`src/rtl/taylor_stage_ctrl.sv`:
```
// Sequencer for one Taylor stage: accepts (x-a, seed), runs N_ITER
// Horner MUL/ADD steps through the stage, returns 1 + A*(...(1 + A*B)).
//
// Ports:
//   CLK, RST_N (sync, active-low)
//   IN_VALID/IN_READY, IN_A, IN_B      operand handshake
//   OUT_VALID/OUT_READY, OUT           result handshake
//   STAGE_A, STAGE_B, STAGE_OUT        stage datapath connections
//   mul_ss, add_ss, mul_ss_en, add_ss_en  stage controls
// Config: define TAYLOR_CTRL_ABORT_EN to add the ABORT input, which
// drops an operation in MUL or ADD back to IDLE.

module taylor_stage_ctrl #(
  parameter int N_ITER = 4,
  parameter int W      = 26
) (
  input  logic         CLK,
  input  logic         RST_N,
`ifdef TAYLOR_CTRL_ABORT_EN
  input  logic         ABORT,
`endif
  input  logic         IN_VALID,
  output logic         IN_READY,
  input  logic [W-1:0] IN_A,
  input  logic [W-1:0] IN_B,
  output logic         OUT_VALID,
  input  logic         OUT_READY,
  output logic [W-1:0] OUT,
  output logic [W-1:0] STAGE_A,
  output logic [W-1:0] STAGE_B,
  input  logic [W-1:0] STAGE_OUT,
  output logic         mul_ss,
  output logic         add_ss,
  output logic         mul_ss_en,
  output logic         add_ss_en
);

  // Keep at least one counter bit so N_ITER=1 still elaborates.
  localparam int IW = (N_ITER > 1) ? $clog2(N_ITER) : 1;
  localparam logic [IW-1:0] ILAST = IW'(N_ITER - 1);

  typedef enum logic [1:0] {
    S_IDLE,
    S_MUL,
    S_ADD,
    S_DONE
  } state_t;

  state_t        state;
  state_t        state_nx;
  logic [IW-1:0] iter;
  logic          accept;
  logic          iter_inc;
  logic          out_load;
  logic          abort_req;

`ifdef TAYLOR_CTRL_ABORT_EN
  assign abort_req = ABORT;
`else
  assign abort_req = 1'b0;
`endif

  always_comb begin
    state_nx  = state;
    accept    = 1'b0;
    iter_inc  = 1'b0;
    out_load  = 1'b0;
    IN_READY  = 1'b0;
    OUT_VALID = 1'b0;
    mul_ss    = 1'b0;
    mul_ss_en = 1'b0;
    add_ss    = 1'b0;
    add_ss_en = 1'b0;
    unique case (state)
      S_IDLE: begin
        IN_READY = 1'b1;
        if (IN_VALID) begin
          accept   = 1'b1;
          state_nx = S_MUL;
        end
      end
      S_MUL: begin
        mul_ss_en = 1'b1;
        // First step multiplies by the seed; later steps by reg_add.
        mul_ss    = (iter == '0);
        state_nx  = abort_req ? S_IDLE : S_ADD;
      end
      S_ADD: begin
        add_ss_en = 1'b1;
        add_ss    = 1'b1;
        if (abort_req) begin
          state_nx = S_IDLE;
        end else if (iter == ILAST) begin
          out_load = 1'b1;
          state_nx = S_DONE;
        end else begin
          iter_inc = 1'b1;
          state_nx = S_MUL;
        end
      end
      S_DONE: begin
        OUT_VALID = 1'b1;
        if (OUT_READY) state_nx = S_IDLE;
      end
      default: state_nx = S_IDLE;
    endcase
  end

  always_ff @(posedge CLK) begin
    if (!RST_N) begin
      state   <= S_IDLE;
      iter    <= '0;
      OUT     <= '0;
      STAGE_A <= '0;
      STAGE_B <= '0;
    end else begin
      state <= state_nx;
      if (accept) begin
        STAGE_A <= IN_A;
        STAGE_B <= IN_B;
        iter    <= '0;
      end
      if (iter_inc) iter <= iter + 1'b1;
      if (out_load) OUT <= STAGE_OUT;
    end
  end

endmodule

```
`config.mk`:
```
export PLATFORM = sky130hd
export DESIGN_NAME = taylor_stage_ctrl
export DESIGN_NICKNAME = d
export VERILOG_FILES = /design/src/rtl/taylor_stage_ctrl.sv
export SDC_FILE = /design/constraint.sdc
export NUM_CORES = 1
export LEC_CHECK = 0
export CAP_MARGIN = 20
export CELL_PAD_IN_SITES_DETAIL_PLACEMENT = 1
export CELL_PAD_IN_SITES_GLOBAL_PLACEMENT = 2
export CORE_ASPECT_RATIO = 1.2
export CORE_MARGIN = 8
export CORE_UTILIZATION = 24
export DETAILED_ROUTE_END_ITERATION = 7
export PLACE_DENSITY = 0.93
export SLEW_MARGIN = 0
export SYNTH_ARGS = -nofsm -noshare
export SYNTH_HDL_FRONTEND = slang
export SYNTH_SLANG_ARGS = --single-unit
export TNS_END_PERCENT = 50
```
`constraint.sdc`:
```
create_clock -name CLK -period 3.05 [get_ports CLK]
set_input_delay 0.915 -clock CLK [delete_from_list [all_inputs] [get_ports CLK]]
set_output_delay 0.915 -clock CLK [all_outputs]
set_load 0.02 [all_outputs]
```
==> results.sh, run 1 <==
export IMPL_dp_hpwl_um=8160
export IMPL_dieHeight_um=146
export IMPL_synth_top_family_by_area="compound AO/OA/AOI/OAI gates"
export IMPL_setup_tns_ns=0
export IMPL_clock_path_buffers=2
export IMPL_insertion_delay_ns=0.33
export IMPL_fp_dieW_um=124
export IMPL_grt_use_total=0.120
export IMPL_nets=607
export IMPL_synth_warning_count=0
export IMPL_fin_skew_ns=0.00603
export IMPL_synth_adder_area_share=0.00742
export IMPL_cts_root_buffer="clkbuf_16"
export IMPL_fin_area_um2=5370
export IMPL_r2r_start="state[1]$_SDFFE_PN0P_"
export IMPL_rsz0062_at_grt="false"
export IMPL_worstMarginPinSlew_ns=0.988
export IMPL_syn_inst=372
export IMPL_power_density_nw_per_um2=482
export IMPL_max_freq_mhz=362
export IMPL_cts_resized=0
export IMPL_ios=166
export IMPL_portBuffers=165
export IMPL_crit_arrival_ns=1.85
export IMPL_relSlewSlack=0.341
export IMPL_antenna_found_initial=0
export IMPL_critPathCaptureType="primary output"
export IMPL_grt_pass1_wl_um=17800
export IMPL_yosys_area_top_type_share=0.487
export IMPL_cp_startpoint="state[0]$_SDFFE_PN0P_"
export IMPL_drive_gt1_frac=0.140
export IMPL_ys_top_cells_by_area="dfxtp_1 (49%), nand2_1 (18%), a21boi_2 (17%), a21boi_0 (3.3%), a21boi_1 (2.9%)"
export IMPL_status="completed"
export IMPL_cts_tree="yes"
export IMPL_pre_cts_ws_ns=0.472
export IMPL_core_area_um2=13800
export IMPL_slew_viol_final=0
export IMPL_wirelength_um=10800
export IMPL_cpMaxStageDelayCell="clkdlybuf4s50_1"
export IMPL_start_util=0.245
export IMPL_final_antenna_net_count=0
export IMPL_final_util=0.391
export IMPL_placed_area_um2=5090
export IMPL_grt_pass1_vias=3317
export IMPL_path_cells="and2b_1 -> and2_1 -> clkdlybuf4s50_1"
export IMPL_power_total_mw=2.59
export IMPL_clk_pin_slew_worst_paths_ns=0.06
export IMPL_firstDrtPassIters=6
export IMPL_synth_compound_area_frac=0.236
export IMPL_yosys_area_share_simple=0.213
export IMPL_maxCapViolations=0
export IMPL_synth_cell_area_um2=3370
export IMPL_worstHoldStart="OUT[6]$_SDFFE_PN0P_"
export IMPL_layout_min_cycle_time_ns=2.76
export IMPL_dieArea_um2=18100
export IMPL_synth_xor_area_frac=0
export IMPL_antennaDiodeCount=0
export IMPL_drc_errors=0
export IMPL_routedWlPerCell_um=15.4
export IMPL_cts_htree_levels=3
export IMPL_timing_worst_setup_path_type="reg2out"
export IMPL_cts_made_buffers=9
export IMPL_critPathMaxStageDelay_ns=0.61
export IMPL_synth_largest_area_cell="dfxtp_1"
export IMPL_worstPathRequired_ns=2.13
export IMPL_start_kind="flip-flop"
export IMPL_mostFrequentLayoutCells="clkdlybuf4s50_1 (164), nand2_1 (163), dfxtp_1 (82), a21boi_2 (50), a21boi_0 (15)"
export IMPL_post_cts_buffers=0
export IMPL_num_vias=3026
export IMPL_synthMuxAreaShare=0
export IMPL_rows=47
export IMPL_ys_seq_area_frac=0.487
export IMPL_holdBufCountCts=0
export IMPL_grt_ovfl_total=0
export IMPL_hold_path_class="reg2reg"
export IMPL_max_vdd_ir_drop_uv=304
export IMPL_syn_area_per_cell_um2=9.06
export IMPL_cts_sinks=82
export IMPL_final_common_cell="clkdlybuf4s50_1"
export IMPL_gp_congestion=0.691
export IMPL_drt_iter0_drc=139
export IMPL_p_leak_nw=1.87
export IMPL_synth_fp_nets=456
export IMPL_setup_slack_ns=0.287
export IMPL_setup_violations=0
export IMPL_critPathMaxFanout=12
export IMPL_syn2layout_area_growth_pct=59.4
export IMPL_finalCritPeriodShare=0.906
export IMPL_ys_seq_elements=82
export IMPL_synth_distinct_cells=23
export IMPL_grt_max_degree=54
export IMPL_hold_viol=0
export IMPL_num_fill_cells=1615
export IMPL_viasPerCell=4.33
[routing by layer]
| layer | share of wire | vias to the layer above | GRT usage | wire (um) |
|---|---|---|---|---|
| met4 | 0.011 | 0 | 0.0362 | 123 |
| met3 | 0.079 | 10 | 0.0503 | 857 |
| li1 | - | 1490 | - | - |
| met5 | 0 | - | 0 | 0 |
| met1 | 0.41 | 1425 | 0.131 | 4410 |
| met2 | 0.50 | 101 | 0.207 | 5410 |
[final timing paths]
path	end	slack, ns	depth (start not counted)
worst max-delay path	mul_ss	0.29	3
worst min register to register	OUT[6]$_SDFFE_PN0P_	0.45	2
worst max register to register	OUT[1]$_SDFFE_PN0P_	1.19	3
worst min-delay path	OUT[6]$_SDFFE_PN0P_	0.45	2
[area by class of cell]
cell class	instances	area, um^2	area share
clock buffers	9	225	0.0419
repair buffers	168	1690	0.315
flip-flops and latches	82	1640	0.305
inverters	2	7.51	0.00140
well taps	171	214	0.0398
multi-input cells	260	1540	0.286
clock inverters	7	53.8	0.0100
[per-stage QoR]
| step | std cells | hold slack [ns] |
|---|---|---|
| detailed placement | 683 | 0.449 |
| global route | 699 | 0.469 |
| CTS | 699 | 0.456 |
| global placement | 683 | 0.440 |
| finish | 699 | 0.454 |
| floorplan | 372 | 0.463 |
[synthesized netlist by cell type, drive strengths merged]
cell type,number
nand2,163
and2b,1
dfxtp,82
o22ai,2
nor2b,4
a21oi,2
nand3b,1
or3b,2
nor3b,1
inv,2
ha,2
clkbuf,10
buf,18
a21boi,78
and2,2
nor2,1
and3b,1
[logic make-up (layout without fill, tap and decap cells)]
family	count (synthesis)	count (layout)
AOI/OAI and AO/OA	82	82
adders and majority gates	2	2
buffers and inverters	30	186
DFF	82	82
and+or+nand+nor	176	176
[critical path, delay by kind of cell, from the launching register on]
family / cells / cell delay, ns
AND/OR/NAND/NOR: 2 / 0.32
buffers and inverters: 1 / 0.61
flip-flops: 1 / 0.59
[registers in the layout, summed over array words and instances, names as in the netlist]
signal   flops
OUT         26
STAGE_A     26
STAGE_B     26
iter         2
state        2
[report_power, final]
| part | leakage, nW | internal (mW) | total [mW] | switching, mW |
|---|---|---|---|---|
| Sequential | 0.669 | 1.12 | 1.15 | 0.0286 |
| Clock | 0.128 | 0.557 | 1.01 | 0.453 |
| Combinational | 1.07 | 0.237 | 0.435 | 0.198 |
Note: power is estimated with default switching activity, not from simulation.
==> inputs of run 2 (changes only) <==
--- a/config.mk
+++ b/config.mk
@@ -10,9 +10,10 @@
 export CELL_PAD_IN_SITES_GLOBAL_PLACEMENT = 2
 export CORE_ASPECT_RATIO = 1.2
 export CORE_MARGIN = 8
-export CORE_UTILIZATION = 24
+export CORE_UTILIZATION = 25
+export CTS_BUF_LIST = sky130_fd_sc_hd__clkbuf_4 sky130_fd_sc_hd__clkbuf_8
 export DETAILED_ROUTE_END_ITERATION = 7
-export PLACE_DENSITY = 0.93
+export PLACE_DENSITY = 0.95
 export SLEW_MARGIN = 0
 export SYNTH_ARGS = -nofsm -noshare
 export SYNTH_HDL_FRONTEND = slang
==> run 2 against run 1 <==
Compared with the run above: critical endpoint unchanged; sequential power is essentially flat; worst setup slack worse by 0.036 ns; largest power group unchanged; power fell by 11%; first-iteration DRC count down 17%; sequential share of layout area is 0.59 points higher; global-route usage grew 0.64 points; flip-flop and latch count unchanged; clock power down 28%; register-to-register slack about the same; wire length grew 1.8%; non-clock buffer count unchanged; combinational power is essentially flat.
==> results.sh, run 2 (same netlist as run 1, synthesis figures left out) <==
export IMPL_antennaDiodeCount=0
export IMPL_power_density_nw_per_um2=438
export IMPL_final_antenna_net_count=0
export IMPL_fin_skew_ns=0.0110
export IMPL_r2r_setup_slack_ns=1.18
export IMPL_layout_min_cycle_time_ns=2.80
export IMPL_holdBufCountCts=0
export IMPL_routedWlPerCell_um=15.8
export IMPL_gp_congestion=0.682
export IMPL_fp_dieW_um=122
export IMPL_finalCritPeriodShare=0.918
export IMPL_insertion_delay_ns=0.35
export IMPL_cts_tree="yes"
export IMPL_status="completed"
export IMPL_timing_worst_setup_path_type="reg2out"
export IMPL_start_util=0.256
export IMPL_antenna_found_initial=0
export IMPL_nets=607
export IMPL_portBuffers=165
export IMPL_post_cts_buffers=0
export IMPL_ios=166
export IMPL_min_to="OUT[6]$_SDFFE_PN0P_"
export IMPL_critPathMaxFanout=12
export IMPL_critPathCaptureType="primary output"
export IMPL_slew_viol_final=0
export IMPL_hold_path_class="reg2reg"
export IMPL_cts_root_buffer="clkbuf_8"
export IMPL_max_vdd_ir_drop_uv=206
export IMPL_relSlewSlack=0.337
export IMPL_dp_hpwl_um=8190
export IMPL_clock_path_buffers=2
export IMPL_r2r_start="state[1]$_SDFFE_PN0P_"
export IMPL_worstPathRequired_ns=2.13
export IMPL_rsz0062_at_grt="false"
export IMPL_grt_ovfl_total=0
export IMPL_start_kind="flip-flop"
export IMPL_hold_viol=0
export IMPL_drive_gt1_frac=0.140
export IMPL_drt_iter0_drc=116
export IMPL_core_area_um2=13200
export IMPL_hold_path_depth=2
export IMPL_clk_pin_slew_worst_paths_ns=0.08
export IMPL_mostFrequentLayoutCells="clkdlybuf4s50_1 (164), nand2_1 (163), dfxtp_1 (82), a21boi_2 (50), a21boi_0 (15)"
export IMPL_dieHeight_um=143
export IMPL_post_place_cells=680
export IMPL_max_freq_mhz=357
export IMPL_grt_max_degree=54
export IMPL_firstDrtPassIters=4
export IMPL_num_vias=3030
export IMPL_grt_pass1_vias=3375
export IMPL_grt_use_total=0.126
export IMPL_worstHoldStart="OUT[6]$_SDFFE_PN0P_"
export IMPL_final_cell_count_no_fill=696
export IMPL_syn2layout_area_growth_pct=56.3
export IMPL_cts_resized=0
export IMPL_setup_violations=0
export IMPL_largestRegisters="OUT: 26 flops, STAGE_A: 26 flops, STAGE_B: 26 flops"
export IMPL_final_common_cell="clkdlybuf4s50_1"
export IMPL_fin_hold_ws_ns=0.460
export IMPL_cts_sinks=82
export IMPL_viasPerCell=4.35
export IMPL_drc_errors=0
export IMPL_setup_tns_ns=0
export IMPL_worstMarginPinSlew_ns=0.995
export IMPL_crit_arrival_ns=1.88
export IMPL_dieArea_um2=17500
export IMPL_cts_made_buffers=9
export IMPL_grt_pass1_wl_um=17500
export IMPL_maxCapViolations=0
export IMPL_r2r_end="OUT[16]$_SDFFE_PN0P_"
export IMPL_cts_htree_levels=3
export IMPL_p_leak_nw=1.83
export IMPL_wirelength_um=11000
export IMPL_power_total_mw=2.31
export IMPL_rows=46
export IMPL_ff2ff_path_depth=3
## run 2: changes by cell type in the layout (fill, tap and decap cells not counted), sizes merged
cell | previous run | this run
clkbuf | 9 | 10
clkinvlp | 3 | 2
inv | 4 | 2
clkinv | 2 | 4
## run 2: how the worst max path moves through the flow
stage	end	cells after the start	from
global placement	iter[1]$_SDFFE_PN0P_	5	IN_VALID
finish	mul_ss	3	state[0]$_SDFFE_PN0P_
CTS	mul_ss	3	state[0]$_SDFFE_PN0P_
global route	mul_ss	3	state[0]$_SDFFE_PN0P_
floorplan	add_ss_en	3	state[1]$_SDFFE_PN0P_
detailed placement	iter[1]$_SDFFE_PN0P_	5	IN_VALID
## run 2: area by class of cell
type / instances / area, um^2
Inverter: 2 / 7.51
Fill cell: 1560 / 7910
Sequential cell: 82 / 1640
Clock buffer: 10 / 138
Clock inverter: 6 / 42.5
Timing Repair Buffer: 168 / 1690
Multi-Input combinational cell: 260 / 1540
Tap cell: 168 / 210
## run 2: power by group
part | total [mW] | switching (mW) | internal [mW]
logic | 0.437 | 0.200 | 0.237
clock network | 0.727 | 0.409 | 0.318
registers | 1.14 | 0.0283 | 1.12
## run 2: per-stage QoR
stage	setup slack [ns]	area, um^2	utilization
after floorplan	1.08	3370	-
after global placement	0.495	5090	0.386
after detailed placement	0.476	5090	0.386
after CTS	0.196	5270	0.400
after global routing	0.122	5270	0.400
final	0.251	5270	0.400
## run 2: metal layers
metal,vias to the layer above,share of wire,global-route usage,wire (um)
met5,-,0,0,0
met4,0,0.012,0.0345,127
met3,12,0.097,0.0569,1060
met2,99,0.51,0.230,5660
met1,1426,0.38,0.126,4150
li1,1493,-,-,-
## run 2: worst max-delay path, cell delays in order (launching register included)
cell and delay, ns:
dfxtp_1 0.59, and2b_1 0.20, and2_1 0.14, clkdlybuf4s50_1 0.61
==> inputs of run 3 (changes only) <==
--- a/config.mk
+++ b/config.mk
@@ -5,6 +5,7 @@
 export SDC_FILE = /design/constraint.sdc
 export NUM_CORES = 1
 export LEC_CHECK = 0
+export ABC_CLOCK_PERIOD_IN_PS = 3050
 export CAP_MARGIN = 20
 export CELL_PAD_IN_SITES_DETAIL_PLACEMENT = 1
 export CELL_PAD_IN_SITES_GLOBAL_PLACEMENT = 2
==> results of run 3 <==
No change in the layout: final DEF, timing and power equal those of run 2.
==> RTL change 1: new RTL, config.mk and constraints of run 3 <==
Set the parameter `W` to 13 (it was 26).
--- a/src/rtl/taylor_stage_ctrl.sv
+++ b/src/rtl/taylor_stage_ctrl.sv
@@ -12,7 +12,7 @@
 
 module taylor_stage_ctrl #(
   parameter int N_ITER = 4,
-  parameter int W      = 26
+  parameter int W      = 13
 ) (
   input  logic         CLK,
   input  logic         RST_N,
Interface: changed (6 resized); port bits go from 166 to 88. The function was not compared with the original's and may differ.
==> RTL change 1 against run 3 <==
  * Power decreased by 45%
  * Clock power decreased by 37%
  * Area after synthesis decreased by 48%
  * Sequential cell count decreased by 39
  * Global-route usage decreased by 1.9 points
  * Wire length decreased by 52%
  * Cell count decreased by 46%
  * Combinational power decreased by 50%
  * Cell area decreased by 48%
  * Setup slack improved by 0.10 ns
==> RTL change 1: results (changes against run 3) <==
Global route
The first-pass GRT wire length is 8.71 mm (was 17.5 mm). The via count of the first global-routing pass was 1,788 (was 3,375). The met1 global-route usage came to 0.107 (was 0.126). The met3 usage is 0.0537 (was 0.0569). The routing usage on met2 is 0.196 (was 0.230). The global router's overall resource usage was 0.108 (was 0.126).

Layout
The buffering overhead was 0.329 (was 0.321). The fraction of area in registers came to 0.311 (about the same). The area of the multi-input gates came to 762 µm² (was 0.00154 mm²).

The buffer count excluding the clock tree in the final layout is 92 (was 168). The count of multi-input combinational gates is 143 (was 260). The number of clock buffers in the layout is 6 (was 10). The final layout net count is 332 (was 607). Largest registers: OUT x13, STAGE_A x13, STAGE_B x13 (was OUT x26, STAGE_A x26, STAGE_B x26). The fraction of layout cells with a size suffix above 1 came to 0.0556 (was 0.140).

Critical path
The signal arrival time at the worst endpoint was 1.78 ns (was 1.88 ns).

Synthesis
The total nets after synthesis is 249 (was 456). The share of the yosys chip area belonging to registers is 0.495 (was 0.487). The number of different library cells in the post-synthesis netlist is 22 (was 23).

Place
The number of buffers inserted by port buffering is 87 (was 165). The post-DP HPWL came to 4.08 mm (was 8.19 mm).

Pwr
The leakage power is 0.998 nW (was 1.83 nW). The switching portion of total power is 0.238 (was 0.276). The peak ir drop on the vdd network is 0.169 mV (was 0.206 mV).

Clock tree
The number of H-tree levels came to 2 (was 3). The number of buffers created by CTS is 5 (was 9). The clock insertion delay at the later pin of the skew report came to 0.29 ns (was 0.35 ns).

Status
Result of the run: complete, no violations (unchanged).

Route
The initial detailed-routing violation count is 28 (was 116). The wire length the detailed router placed on met1 is 2.09 mm (was 4.15 mm). The via count of the routed design was 1,627 (was 3,030). The met2 layer wire length in the routed design is 2.63 mm (was 5.66 mm).
[RTL change 1: changes by cell type after synthesis, moves of 3 or more]
cell and delta:
a21boi_0 +5, a21boi_1 +6, a21boi_2 -50, buf_2 -5, buf_6 -3, clkbuf_1 -3
dfxtp_1 -39, nand2_1 -79
[RTL change 1: path summary, 6_finish.rpt]
| path | cells past startpoint | slack [ns] | to | startpoint |
|---|---|---|---|---|
| worst min-delay path | 2 | 0.45 | STAGE_A[2]$_SDFFE_PN0P_ | STAGE_A[2]$_SDFFE_PN0P_ |
| worst max register to register | 3 | 1.50 | OUT[5]$_SDFFE_PN0P_ | state[1]$_SDFFE_PN0P_ |
| worst min register to register | 2 | 0.45 | STAGE_A[2]$_SDFFE_PN0P_ | STAGE_A[2]$_SDFFE_PN0P_ |
| worst max-delay path | 3 | 0.35 | mul_ss | state[0]$_SDFFE_PN0P_ |
[RTL change 1: kinds of logic (layout without fill, tap and decap cells)]
kind of cell,after synthesis,in the layout,share of synthesized area
adder cells (fa/ha/maj),2,2,0.0144
AND/OR/NAND/NOR,98,98,0.242
buffers and inverters,18,102,0.0669
AO/OA/AOI/OAI,43,43,0.181
flip-flops,43,43,0.495
[RTL change 1: stage by stage]
stage	setup WS [ns]	instance area, µm²	instances	power (mW)	hold WS, ns
finish	0.353	2770	375	1.28	0.453
global placement	0.684	2650	367	0.835	0.441
CTS	0.320	2770	375	1.30	0.458
global route	0.245	2770	375	1.35	0.483
detailed placement	0.653	2650	367	0.839	0.446
floorplan	0.961	1740	204	0.719	0.463
[RTL change 1: worst reg2reg max path, stage by stage, from the launching register on]
cell,delay [ns]
dfxtp_1,0.54
and3b_1,0.61
nand2_1,0.11
a21boi_0,0.20
==> RTL change 2: new RTL, config.mk and constraints of run 3 <==
Without the edit above. Encoding of `state_t`: now Gray code (2 bits for 4 states).
--- a/src/rtl/taylor_stage_ctrl.sv
+++ b/src/rtl/taylor_stage_ctrl.sv
@@ -40,10 +40,10 @@
   localparam logic [IW-1:0] ILAST = IW'(N_ITER - 1);
 
   typedef enum logic [1:0] {
-    S_IDLE,
-    S_MUL,
-    S_ADD,
-    S_DONE
+    S_IDLE = 2'b00,
+    S_MUL  = 2'b01,
+    S_ADD  = 2'b11,
+    S_DONE = 2'b10
   } state_t;
 
   state_t        state;
Behaviour: same outputs for any inputs over 10 cycles, from zero or initial values and one cycle with RST_N low; not proved beyond that.
==> RTL change 2 against run 3 <==
  * Power rose by 6.6%
  * Clock power grew 21%
  * Sequential cell count did not move
  * Setup slack got worse by 0.069 ns
  * Via count fell by 0.76%
  * Area after synthesis shrank 4.7%
  * Cell area down 2.7%
  * Wire length shrank 1.9%
  * Clock skew decreased by 0.0023 ns
  * Cell count fell by 0.43%
  * Synthesized cell count grew 0.27%
  * Critical path type unchanged
  * Highest routed layer unchanged
==> RTL change 2: results (changes against run 3) <==
Synthesis
The synthesized area per cell is 8.61 µm² (was 9.06 µm²). The total nets after synthesis is 457 (was 456). The share of the yosys chip area belonging to registers is 0.511 (was 0.487). The number of different library cells in the post-synthesis netlist was 22 (was 23). Most area-consuming cells after synthesis: dfxtp_1 51%, nand2_1 19%, a21boi_1 12%, a21boi_0 6.5%, buf_6 4.6% (was dfxtp_1 49%, nand2_1 18%, a21boi_2 17%, a21boi_0 3.3%, a21boi_1 2.9%). Most instantiated cells after synthesis: 160 x nand2_1, 82 x dfxtp_1, 50 x a21boi_1, 28 x a21boi_0, 13 x buf_6 (was 163 x nand2_1, 82 x dfxtp_1, 50 x a21boi_2, 15 x a21boi_0, 13 x a21boi_1).

Critical path
The signal arrival time at the worst endpoint came to 1.95 ns (was 1.88 ns). The launching point of the worst reg2reg path is iter[0]$_SDFFE_PN0P_ (was state[1]$_SDFFE_PN0P_). The capturing point of the worst reg2reg path is OUT[1]$_SDFFE_PN0P_ (was OUT[16]$_SDFFE_PN0P_). The setup slack of the most critical reg-to-reg path is 1.20 ns (was 1.18 ns).

Place
The post-place setup slack is 0.400 ns (was 0.476 ns). The post-DP HPWL is 8.09 mm (was 8.19 mm). The total placed instance area is 0.00491 mm² (was 0.00509 mm²).

The total instance count after detailed placement is 678 (was 680). The final RePlAce weighted congestion was 0.693 (was 0.682).

STA
The worst clock skew is 0.00867 ns (was 0.0110 ns). The worst hold margin is 0.457 ns (was 0.460 ns). The headroom to the max-slew limit was 0.362 (was 0.337).

Global route
The via count of the first global-routing pass is 3,230 (was 3,375). The global router's overall resource usage was 0.126 (about the same).

Worst hold path
The launch point of the worst hold path is STAGE_B[14]$_SDFFE_PN0P_ (was OUT[6]$_SDFFE_PN0P_). The endpoint of the worst hold-timing path is STAGE_B[14]$_SDFFE_PN0P_ (was OUT[6]$_SDFFE_PN0P_).

Floorplan
The effective utilization at floorplan is 0.255 (was 0.256).

Route
The per-cell routed wire length is 15.6 µm (was 15.8 µm). The via count of the routed design is 3,007 (was 3,030). The initial detailed-routing violation count is 111 (was 116).

The number of iterations in the first detailed-routing pass is 3 (was 4).

Status
Result of the run: complete, no violations (unchanged).

Layout
The fraction of layout cells with a size suffix above 1 is 0.0435 (was 0.140). The final layout net count came to 609 (was 607). The filler-free cell count of the finished design is 693 (was 696).

Pwr
The peak ir drop on the vdd network is 0.170 mV (was 0.206 mV).

Clock tree
The count of instances resized after the clock tree is built is 0 (unchanged).
[RTL change 2: cell count changes in the layout (fill, tap and decap cells not counted), sizes merged, moves of 2 or more]
| cell | before | now |
|---|---|---|
| nor2b | 4 | 2 |
| clkinvlp | 2 | 0 |
| nand2 | 163 | 161 |
| nor2 | 1 | 3 |
| bufinv | 0 | 2 |
| inv | 2 | 4 |
[RTL change 2: area by class of cell]
cell class              count  area (µm²)
fillers                  1487        7480
repair buffers            169        1710
flip-flops and latches     82        1640
multi-input cells         259        1340
well taps                 164         205
clock buffers              10         138
clock inverters             5        78.8
inverters                   4        15.0
[RTL change 2: how the worst max path moves through the flow]
stage	slack [ns]	to	cells after the start
final	0.18	mul_ss	4
after CTS	0.13	mul_ss	4
after global routing	0.06	mul_ss	4
after detailed placement	0.40	iter[1]$_SDFFE_PN0P_	5
after floorplan	1.05	mul_ss	4
after global placement	0.45	iter[1]$_SDFFE_PN0P_	5
[RTL change 2: critical path: stages, from the launching register on]
cell and delay [ns]:
dfxtp_1 0.55, inv_1 0.13, nor2_1 0.14, and2_1 0.17, clkdlybuf4s50_1 0.61
[RTL change 2: logic make-up after synthesis]
| kind of cell | count (synthesis) | share of synthesized area |
|---|---|---|
| compound gates | 83 | 0.192 |
| fa+ha+maj | 2 | 0.00779 |
| buf+inv | 32 | 0.0725 |
| flops | 82 | 0.511 |
| simple gates | 174 | 0.217 |
[RTL change 2: layer usage]
layer,part of all wire,routed length [µm],global-route usage
met5,0,0,0
met4,0.012,129,0.0382
met3,0.092,991,0.0651
met2,0.51,5480,0.222
met1,0.39,4180,0.125
[RTL change 2: power by group]
part | leakage (nW) | switching, mW | internal [mW] | total [mW]
sequential | 0.668 | 0.0309 | 1.12 | 1.15
clock | 0.112 | 0.404 | 0.478 | 0.882
combinational | 1.04 | 0.197 | 0.234 | 0.431
